===== config.mk =====
export PLATFORM = sky130hd
export DESIGN_NAME = controle_elevador
export DESIGN_NICKNAME = d
export VERILOG_FILES = /design/src/rtl/controle_elevador_pkg.sv /design/src/rtl/controle_elevador_temporizador.sv /design/src/rtl/controle_elevador.sv
export SDC_FILE = /design/constraint.sdc
export NUM_CORES = 1
export LEC_CHECK = 0
export CAP_MARGIN = 20
export CORE_ASPECT_RATIO = 1.4
export CORE_MARGIN = 1.5
export CORE_UTILIZATION = 32
export DETAILED_ROUTE_END_ITERATION = 8
export PLACE_DENSITY = 0.49
export REMOVE_ABC_BUFFERS = 1
export SYNTH_ARGS = -nofsm -noshare
export SYNTH_HDL_FRONTEND = slang
export SYNTH_SLANG_ARGS = --single-unit

===== constraint.sdc =====
create_clock -name CLK -period 2.9 [get_ports CLK]
set_clock_uncertainty 0.1 [all_clocks]
set_input_delay 0.725 -clock CLK [delete_from_list [all_inputs] [get_ports CLK]]
set_output_delay 0.725 -clock CLK [all_outputs]
set_load 0.05 [all_outputs]

===== src/rtl/controle_elevador_pkg.sv =====
// Shared definitions for the three-floor elevator controller:
// state encoding, floor codes, timing defaults and call-vector helpers.
package controle_elevador_pkg;

  typedef enum logic [1:0] {
    PARADO       = 2'b00,
    SUBINDO      = 2'b01,
    DESCENDO     = 2'b10,
    PORTA_ABERTA = 2'b11
  } estado_t;

  typedef enum logic {
    DIR_DESCE = 1'b0,
    DIR_SOBE  = 1'b1
  } dir_t;

  localparam logic [1:0] ANDAR_T = 2'b00;
  localparam logic [1:0] ANDAR_P = 2'b01;
  localparam logic [1:0] ANDAR_S = 2'b10;

  localparam int T_VIAGEM_PAD = 8;
  localparam int T_PORTA_PAD  = 6;
  localparam int CNT_W        = 8;

  // Call vectors are ordered {S, P, T}; bit 0 is the ground floor.
  function automatic logic [2:0] decodifica_andar(input logic [1:0] andar);
    logic [2:0] r;
    case (andar)
      ANDAR_T: r = 3'b001;
      ANDAR_P: r = 3'b010;
      ANDAR_S: r = 3'b100;
      default: r = 3'b000;
    endcase
    return r;
  endfunction

  // Floors strictly above the given one.
  function automatic logic [2:0] mascara_acima(input logic [1:0] andar);
    logic [2:0] r;
    case (andar)
      ANDAR_T: r = 3'b110;
      ANDAR_P: r = 3'b100;
      default: r = 3'b000;
    endcase
    return r;
  endfunction

  // Floors strictly below the given one.
  function automatic logic [2:0] mascara_abaixo(input logic [1:0] andar);
    logic [2:0] r;
    case (andar)
      ANDAR_S: r = 3'b011;
      ANDAR_P: r = 3'b001;
      default: r = 3'b000;
    endcase
    return r;
  endfunction

endpackage


===== src/rtl/controle_elevador_temporizador.sv =====
// Loadable down-counter; fim_o is high while the count sits at zero.
// A load of N-1 therefore gives exactly N enabled cycles before fim_o.
module controle_elevador_temporizador
  import controle_elevador_pkg::*;
#(
  parameter int LARGURA = CNT_W
) (
  input  logic               clk,
  input  logic               rst,
  input  logic               carga_i,
  input  logic [LARGURA-1:0] valor_i,
  input  logic               en_i,
  output logic               fim_o
);

  localparam logic [LARGURA-1:0] ZERO = {LARGURA{1'b0}};
  localparam logic [LARGURA-1:0] UM   = {{(LARGURA-1){1'b0}}, 1'b1};

  logic [LARGURA-1:0] cont_q;
  logic [LARGURA-1:0] cont_d;

  // Next count: load wins, otherwise count down while enabled and not at zero.
  always_comb begin
    cont_d = cont_q;
    if (carga_i) begin
      cont_d = valor_i;
    end else if (en_i && (cont_q != ZERO)) begin
      cont_d = cont_q - UM;
    end else begin
      cont_d = cont_q;
    end
  end

  // Count register with synchronous reset.
  always_ff @(posedge clk) begin
    if (rst) begin
      cont_q <= ZERO;
    end else begin
      cont_q <= cont_d;
    end
  end

  assign fim_o = (cont_q == ZERO);

endmodule


===== src/rtl/controle_elevador.sv =====
// Three-floor elevator controller: serves level calls CT/CP/CS, keeps the
// last travel direction to break ties, and pulses a one-cycle acknowledge
// when the door opens (or reopens) at the called floor.
module controle_elevador
  import controle_elevador_pkg::*;
#(
  parameter int T_VIAGEM = T_VIAGEM_PAD,
  parameter int T_PORTA  = T_PORTA_PAD
) (
  input  logic CLK,
  input  logic RST,
  input  logic CT,
  input  logic CP,
  input  logic CS,
  output logic A1,
  output logic A0,
  output logic SUBIR,
  output logic DESCER,
  output logic PORTA,
  output logic LT,
  output logic LP,
  output logic LS
);

  localparam logic [CNT_W-1:0] CARGA_VIAGEM = CNT_W'(T_VIAGEM - 1);
  localparam logic [CNT_W-1:0] CARGA_PORTA  = CNT_W'(T_PORTA - 1);

  estado_t    estado_q, estado_d;
  logic [1:0] andar_q, andar_d;
  dir_t       dir_q, dir_d;
  logic       subir_q, subir_d;
  logic       descer_q, descer_d;
  logic       porta_q, porta_d;
  logic [2:0] ack_q, ack_d;

  logic       carga_viagem_s, carga_porta_s, ack_ev_s;
  logic       fim_viagem_s, fim_porta_s;
  logic [2:0] chamadas_s;
  logic [1:0] andar_sobe_s, andar_desce_s;
  logic       aqui_s, acima_s, abaixo_s, ack_ativo_s;
  logic       sobe_aqui_s, sobe_acima_s, desce_aqui_s, desce_abaixo_s;

  assign chamadas_s    = {CS, CP, CT};
  assign andar_sobe_s  = (andar_q == ANDAR_S) ? andar_q : andar_q + 2'd1;
  assign andar_desce_s = (andar_q == ANDAR_T) ? andar_q : andar_q - 2'd1;

  assign aqui_s   = |(chamadas_s & decodifica_andar(andar_q));
  assign acima_s  = |(chamadas_s & mascara_acima(andar_q));
  assign abaixo_s = |(chamadas_s & mascara_abaixo(andar_q));

  // Decisions taken on the arrival cycle look at the floor being reached.
  assign sobe_aqui_s    = |(chamadas_s & decodifica_andar(andar_sobe_s));
  assign sobe_acima_s   = |(chamadas_s & mascara_acima(andar_sobe_s));
  assign desce_aqui_s   = |(chamadas_s & decodifica_andar(andar_desce_s));
  assign desce_abaixo_s = |(chamadas_s & mascara_abaixo(andar_desce_s));

  // While the acknowledge is out the selector has not cleared the call yet,
  // so a still-high call must not be taken as a fresh door request.
  assign ack_ativo_s = |(ack_q & decodifica_andar(andar_q));

  controle_elevador_temporizador #(.LARGURA(CNT_W)) u_temp_viagem (
    .clk     (CLK),
    .rst     (RST),
    .carga_i (carga_viagem_s),
    .valor_i (CARGA_VIAGEM),
    .en_i    ((estado_q == SUBINDO) || (estado_q == DESCENDO)),
    .fim_o   (fim_viagem_s)
  );

  controle_elevador_temporizador #(.LARGURA(CNT_W)) u_temp_porta (
    .clk     (CLK),
    .rst     (RST),
    .carga_i (carga_porta_s),
    .valor_i (CARGA_PORTA),
    .en_i    (estado_q == PORTA_ABERTA),
    .fim_o   (fim_porta_s)
  );

  // Next state, floor, direction and timer loads.
  always_comb begin
    estado_d       = estado_q;
    andar_d        = andar_q;
    dir_d          = dir_q;
    carga_viagem_s = 1'b0;
    carga_porta_s  = 1'b0;
    ack_ev_s       = 1'b0;
    case (estado_q)
      PARADO: begin
        if (aqui_s) begin
          estado_d      = PORTA_ABERTA;
          carga_porta_s = 1'b1;
          ack_ev_s      = 1'b1;
        end else if (acima_s && abaixo_s) begin
          estado_d       = (dir_q == DIR_SOBE) ? SUBINDO : DESCENDO;
          carga_viagem_s = 1'b1;
        end else if (acima_s) begin
          estado_d       = SUBINDO;
          carga_viagem_s = 1'b1;
        end else if (abaixo_s) begin
          estado_d       = DESCENDO;
          carga_viagem_s = 1'b1;
        end else begin
          estado_d = PARADO;
        end
      end
      SUBINDO: begin
        if (fim_viagem_s) begin
          andar_d = andar_sobe_s;
          dir_d   = DIR_SOBE;
          if (sobe_aqui_s) begin
            estado_d      = PORTA_ABERTA;
            carga_porta_s = 1'b1;
            ack_ev_s      = 1'b1;
          end else if (sobe_acima_s) begin
            estado_d       = SUBINDO;
            carga_viagem_s = 1'b1;
          end else begin
            estado_d = PARADO;
          end
        end else begin
          estado_d = SUBINDO;
        end
      end
      DESCENDO: begin
        if (fim_viagem_s) begin
          andar_d = andar_desce_s;
          dir_d   = DIR_DESCE;
          if (desce_aqui_s) begin
            estado_d      = PORTA_ABERTA;
            carga_porta_s = 1'b1;
            ack_ev_s      = 1'b1;
          end else if (desce_abaixo_s) begin
            estado_d       = DESCENDO;
            carga_viagem_s = 1'b1;
          end else begin
            estado_d = PARADO;
          end
        end else begin
          estado_d = DESCENDO;
        end
      end
      PORTA_ABERTA: begin
        if (aqui_s && !ack_ativo_s) begin
          estado_d      = PORTA_ABERTA;
          carga_porta_s = 1'b1;
          ack_ev_s      = 1'b1;
        end else if (fim_porta_s) begin
          estado_d = PARADO;
        end else begin
          estado_d = PORTA_ABERTA;
        end
      end
      default: begin
        estado_d = PARADO;
      end
    endcase
  end

  // Output values for the next cycle, decoded from the next state.
  always_comb begin
    subir_d  = (estado_d == SUBINDO);
    descer_d = (estado_d == DESCENDO);
    porta_d  = (estado_d == PORTA_ABERTA);
    if (ack_ev_s) begin
      ack_d = decodifica_andar(andar_d);
    end else begin
      ack_d = 3'b000;
    end
  end

  // State and registered outputs with synchronous reset.
  always_ff @(posedge CLK) begin
    if (RST) begin
      estado_q <= PARADO;
      andar_q  <= ANDAR_T;
      dir_q    <= DIR_SOBE;
      subir_q  <= 1'b0;
      descer_q <= 1'b0;
      porta_q  <= 1'b0;
      ack_q    <= 3'b000;
    end else begin
      estado_q <= estado_d;
      andar_q  <= andar_d;
      dir_q    <= dir_d;
      subir_q  <= subir_d;
      descer_q <= descer_d;
      porta_q  <= porta_d;
      ack_q    <= ack_d;
    end
  end

  assign A1     = andar_q[1];
  assign A0     = andar_q[0];
  assign SUBIR  = subir_q;
  assign DESCER = descer_q;
  assign PORTA  = porta_q;
  assign LT     = ack_q[0];
  assign LP     = ack_q[1];
  assign LS     = ack_q[2];

endmodule


### After elaboration in Yosys (flattened, before gate mapping)

Cells that the tools add are included.

* register bits after elaboration: 27
* logic and storage cells: 122
* input bits: 5

* bitwise logic cells: 9
* add/sub/neg operators: 4
* reductions and logical operators: 30
* eq/ne operators: 16
* muxes and demuxes: 52

Operator list (number)
* $pmux 3 s3: 4
* $mux 2: 16
* $and 3x3->3: 8
* $reduce_or 3->1: 8
* $mux 1: 19
* $eq 2x2->1 const B: 8
* $logic_not 8->1: 2
* $reduce_bool 8->1: 2
* $sub 8x1->8 const B: 2
* $eq 2x1->1 const B: 6
* $mux 3: 4
* $pmux 2 s2: 3
* $pmux 3 s2: 2
* $logic_not 2->1: 5
* $pmux 2 s4: 1
* $reduce_bool 2->1: 3
* $reduce_or 2->1: 3
* $logic_and 1x1->1: 4
* $ne 2x2->1 const B: 2
* $pmux 1 s4: 1
* $pmux 1 s3: 1
* $reduce_and 3->1: 1
* $add 2x1->2 const B: 1
* $pmux 1 s2: 1
* 4 further kinds: 4

### Longest topological paths before layout

* word-level depth: 11
* mapped depth: 8
* depth with buffers taken out: 7

### By module

A second synthesis with hierarchy kept.

* cell total of the unflattened synthesis: 215
* area, all modules: 1846.8 µm²

Modules (own cells, without submodules)
* controle_elevador_temporizador: instances 2, cells each 59, area an instance 515.5 µm²
* controle_elevador: instances 1, cells each 97, area an instance 815.8 µm²

### Worst setup path before layout

OpenSTA, ideal clock, no wires.

* path kind: register -> register
* from: register andar_q[0]
* to: register ack_q[1]
* path buffers: 0
* slack: 0.406 ns
* library setup time: 0.096 ns
* clock period less this slack: 2.494 ns
* data arrival time: 2.298 ns
* cell stages (with the launch flop): 8
* path through: dfxtp_1 > inv_1 > ha_1 > a22o_1 > o31ai_1 > a41oi_1 > or2_4 > nor4b_1

* longest elaborated chain between the ends: 11

RTL lines
* from (decl): line controle_elevador.sv:29 `logic [1:0] andar_q, andar_d;`
* from (signal assigned): line controle_elevador.sv:183 `andar_q <= andar_d;`
* $sub 2x1->2, or another cell as far along: line controle_elevador.sv:45 `assign andar_desce_s = (andar_q == ANDAR_T) ? andar_q : andar_q - 2'd1;`
* $mux 2, on equally long branches: line controle_elevador.sv:45, controle_elevador.sv:44
* $eq 2x2->1, or another cell as far along: line controle_elevador_pkg.sv:28 `case (andar)`
* $pmux 3 s3: line controle_elevador_pkg.sv:28
* $and 3x3->3, on equally long branches: line controle_elevador.sv:54, controle_elevador.sv:52
* $reduce_or 3->1, on equally long branches: line controle_elevador.sv:54, controle_elevador.sv:52
* $mux 1, on equally long branches: line controle_elevador.sv:128, controle_elevador.sv:110
* $mux 1, on equally long branches: line controle_elevador.sv:125, controle_elevador.sv:107
* $pmux 1 s4: line controle_elevador.sv:87 `case (estado_q)`
* $not 1->1 (no line)
* $reduce_or 2->1 (no line)
* to (signal assigned): line controle_elevador.sv:188 `ack_q <= ack_d;`
* to (decl): line controle_elevador.sv:34 `logic [2:0] ack_q, ack_d;`

Several ways; a longest one is shown, not always the timed one.
A chain may end at the register's enable or synchronous reset.

### Final worst setup path

* from: input CS
* to: register ack_q[2]

* longest elaborated chain between the ends: 7

RTL lines
* from (decl): line controle_elevador.sv:14 `input logic CS,`
* $and 3x3->3, on equally long branches: line controle_elevador.sv:54, controle_elevador.sv:47, controle_elevador.sv:52
* $reduce_or 3->1, on equally long branches: line controle_elevador.sv:54, controle_elevador.sv:47, controle_elevador.sv:52
* $mux 1, or another cell as far along: line controle_elevador.sv:128 `if (desce_aqui_s) begin`
* $mux 1, on equally long branches: line controle_elevador.sv:125, controle_elevador.sv:107, controle_elevador.sv:143
* $pmux 1 s4 (*): line controle_elevador.sv:87
* $not 1->1 (no line) (*)
* $reduce_or 2->1 (no line) (*)

Mark *: on every way between the ends. The rest lies on a longest branch, timed or not.

==> results by group <==
Synth
  – Adder-cell share of the synthesized area: 10.7%
  – Post-Synth Simple-Gate Area: 24.2%
  – Seq cells post-synth: 27
  – Register area share after synthesis: 33.1%
  – Largest family of logic cells by synthesized area: simple AND/OR/NAND/NOR gates
  – Post-Synth XOR/XNOR Area: between 6 and 7%
  – Mapped cell area: 1630 sq um
  – Area fraction in compound gates after synthesis: a little over a fifth
  – Distinct cells, synth: 48
  – EDFF count, synth: 0
  – Asr flop ratio synth: 0%
  – Most used DFF post-synth: dfxtp_1
  – Mux contribution to synthesized area: 0%
  – Mapped Cells: 186
  – Syn Area/Cell: 8.77 sq um
  – Syn. warnings: 0

Global route
  – Global-route wire length before repair: 6520 um
  – Grt peak-use layer: met2
  – Initial antenna violation count: 0
  – Total gr overflow: 0
  – Met2 usage: 28.3%
  – Met1 usage: between 15 and 20%
  – Largest net degree at the start of global routing: 16
  – GR Util met3: under 10%
  – Gr usage total: 15.2%
  – Vias in the first global route: 1379

Place
  – Placed insts: 262
  – Placed inst area: around 1900 sq um
  – Port Buffers: 12
  – GPL Wtd Cong: 0.881
  – DP HPWL: slightly above 3000 um

Finish
  – Area Overhead vs Synth: 16.3%
  – Final instance area: 1900 sq um
  – Final net count: 222
  – Most frequent cells in the layout: 27 x dfxtp_1, 20 x nor2_1, 14 x ha_1
  – Core Util, Final: 38.9%
  – Share of layout cells above drive strength 1: a little over a tenth
  – Non-Filler Instances: around 270
  – # fillers: slightly above 500
  – Commonest non-fill, non-tap cell in the layout: dfxtp_1
  – Diode count: 0

Route
  – 1st-iter DRT viols: 50
  – WL/cell: 14.7 um
  – Final WL: approximately 3900 um
  – Total number of vias: 1395
  – Post-DRT Antenna Nets: 0
  – Vias/cell: 5.24
  – First-pass DRT Iterations: 4
  – DRC Markers: 0

Flow run
  – Total of max-cap violations: 0

Clock network
  – Clock Tree Buf Depth: 2
  – Hold_buf cts: 0
  – Cts bufs inserted: 3
  – Resized cells post-CTS: 0
  – Clk sinks: 27
  – Clock root buffer master: clkbuf_8
  – H-Tree Level Count: 1
  – Clock Latency Late Sink: 0.28 ns
  – CTS tree: done
  – Worst-path clk slew: 0.09 ns
  – Postcts setup bufs: 0

STA
  – Hold WS: 0.421 ns
  – Final hold violation count: 0
  – Maximum operating frequency: 374 MHz
  – Slew Viols, Final: 0
  – Tcrit/Tclk final: between 90 and 100%
  – RSZ-0062 raised after global routing: no
  – Final count of negative-setup-slack endpoints: 0
  – Slew Limit Headroom: 57.3%
  – Worst-Margin Slew: 0.637 ns
  – Minimum clock period: 2.67 ns

Power and ir drop
  – Register share of total power: 30.1%
  – Power Internal: about 1000 uW
  – Clk pwr share: 12.1%
  – Max rail drop VDD: around 520 uV
  – Tot Pwr: 1830 uW
  – Pleak: 0.000715 uW
  – Combinational Power Share: 57.8%
  – Sw Share: 45.6%
  – Sw Pwr: 834 uW
  – Power density cells: 965 nW/um^2

Setup path
  – Critical Path RT: 2.98 ns
  – Crit end category: register
  – Setup crit start kind: input pin
  – Crit path DAT: about 2.8 ns
  – Crit Path Max Fanout: 7
  – WS Path Type: in2reg

Floorplanning
  – Core ar.: 4880 sq um
  – Initial core utilization: 33.4%
  – Die H: 87.5 um
  – I/O pin count: 13
  – Die Area: 5540 sq um
  – Chip width: roughly 63 um
  – Rows: 30

Run status
  – Status: finished, final reports clean

Hold path
  – Worst Hold Class: reg2reg
[power groups by stage]
stage               clock network [uW]  logic (uW)  registers, uW
floorplan                            0         693            626
global placement                     0        1050            552
detailed placement                   0        1060            559
CTS                                228        1070            551
global route                       244        1180            563
finish                             221        1060            550
[kinds of logic (layout without fill, tap and decap cells)]
logic type,Yosys count,count (layout)
fa+ha+maj,14,14
buf+inv,17,33
flops,27,27
compound gates,44,44
simple gates,71,71
xor+xnor,13,13
[final timing paths]
check	startpoint	to	slack, ns	cells after the start
max	CS	ack_q[2]	0.23	6
min	u_temp_porta.cont_q[1]	u_temp_porta.cont_q[1]	0.42	2
max reg2reg	andar_q[1]	ack_q[2]	0.35	7
min reg2reg	u_temp_porta.cont_q[1]	u_temp_porta.cont_q[1]	0.42	2
[sequential cells by signal, summed over array words and instances (netlist names)]
signal                cells
PORTA                     1
andar_q                   2
DESCER                    1
estado_q                  2
u_temp_viagem.cont_q      8
dir_q                     1
SUBIR                     1
ack_q                     3
u_temp_porta.cont_q       8
[per-layer routing]
metal / vias up / wire length, um
met5: - / 0
li1: 702 / -
met2: 20 / 2110
met3: 6 / 76
met4: 0 / 93
met1: 667 / 1620
[through the flow]
step / setup TNS, ns / setup slack (ns)
finish: 0 / 0.228
global route: 0 / 0.0973
CTS: 0 / 0.253
detailed placement: -0.0157 / -0.0157
global placement: -0.0285 / -0.0285
floorplan: 0 / 0.406
[worst max-delay path, stage by stage]
cell             delay, ns
clkdlybuf4s50_1       0.60
a222oi_1              0.17
o31ai_1               0.50
a41oi_1               0.13
or2_4                 0.30
nor4b_1               0.32
[cells in the mapped netlist, types with 2 or more instances]
cell	number	area, sq um
a211o_1	2	17.5
o21a_1	3	22.5
o221a_2	2	22.5
nand3_1	5	25.0
o31ai_1	3	22.5
a22o_1	2	17.5
xor2_1	8	70.1
a22oi_1	4	30.0
nand2_1	9	33.8
nor4b_1	2	17.5
buf_2	3	15.0
a222oi_1	2	20.0
a21o_1	2	15.0
o21ai_0	5	25.0
dfxtp_1	27	541
nand2b_1	4	25.0
clkbuf_1	3	11.3
inv_1	11	41.3
nor2b_1	2	12.5
a21oi_1	8	40.0
and2_1	2	12.5
ha_1	14	175
nor2_1	20	75.1
nor3_1	12	60.1
nor4_1	2	12.5
nand4_1	2	12.5
xnor2_1	5	43.8
a31oi_1	2	12.5
[layout make-up]
type | count | area, sq um | area share [%]
clock buffers | 3 | 41.3 | 2.18
repair buffers | 18 | 165 | 8.71
multi-input cells | 142 | 1020 | 54.0
inverters | 11 | 41.3 | 2.18
flip-flops and latches | 27 | 541 | 28.5
clock inverters | 1 | 5.00 | 0.264
well taps | 64 | 80.1 | 4.22
Power figures use the tool's default switching activity.
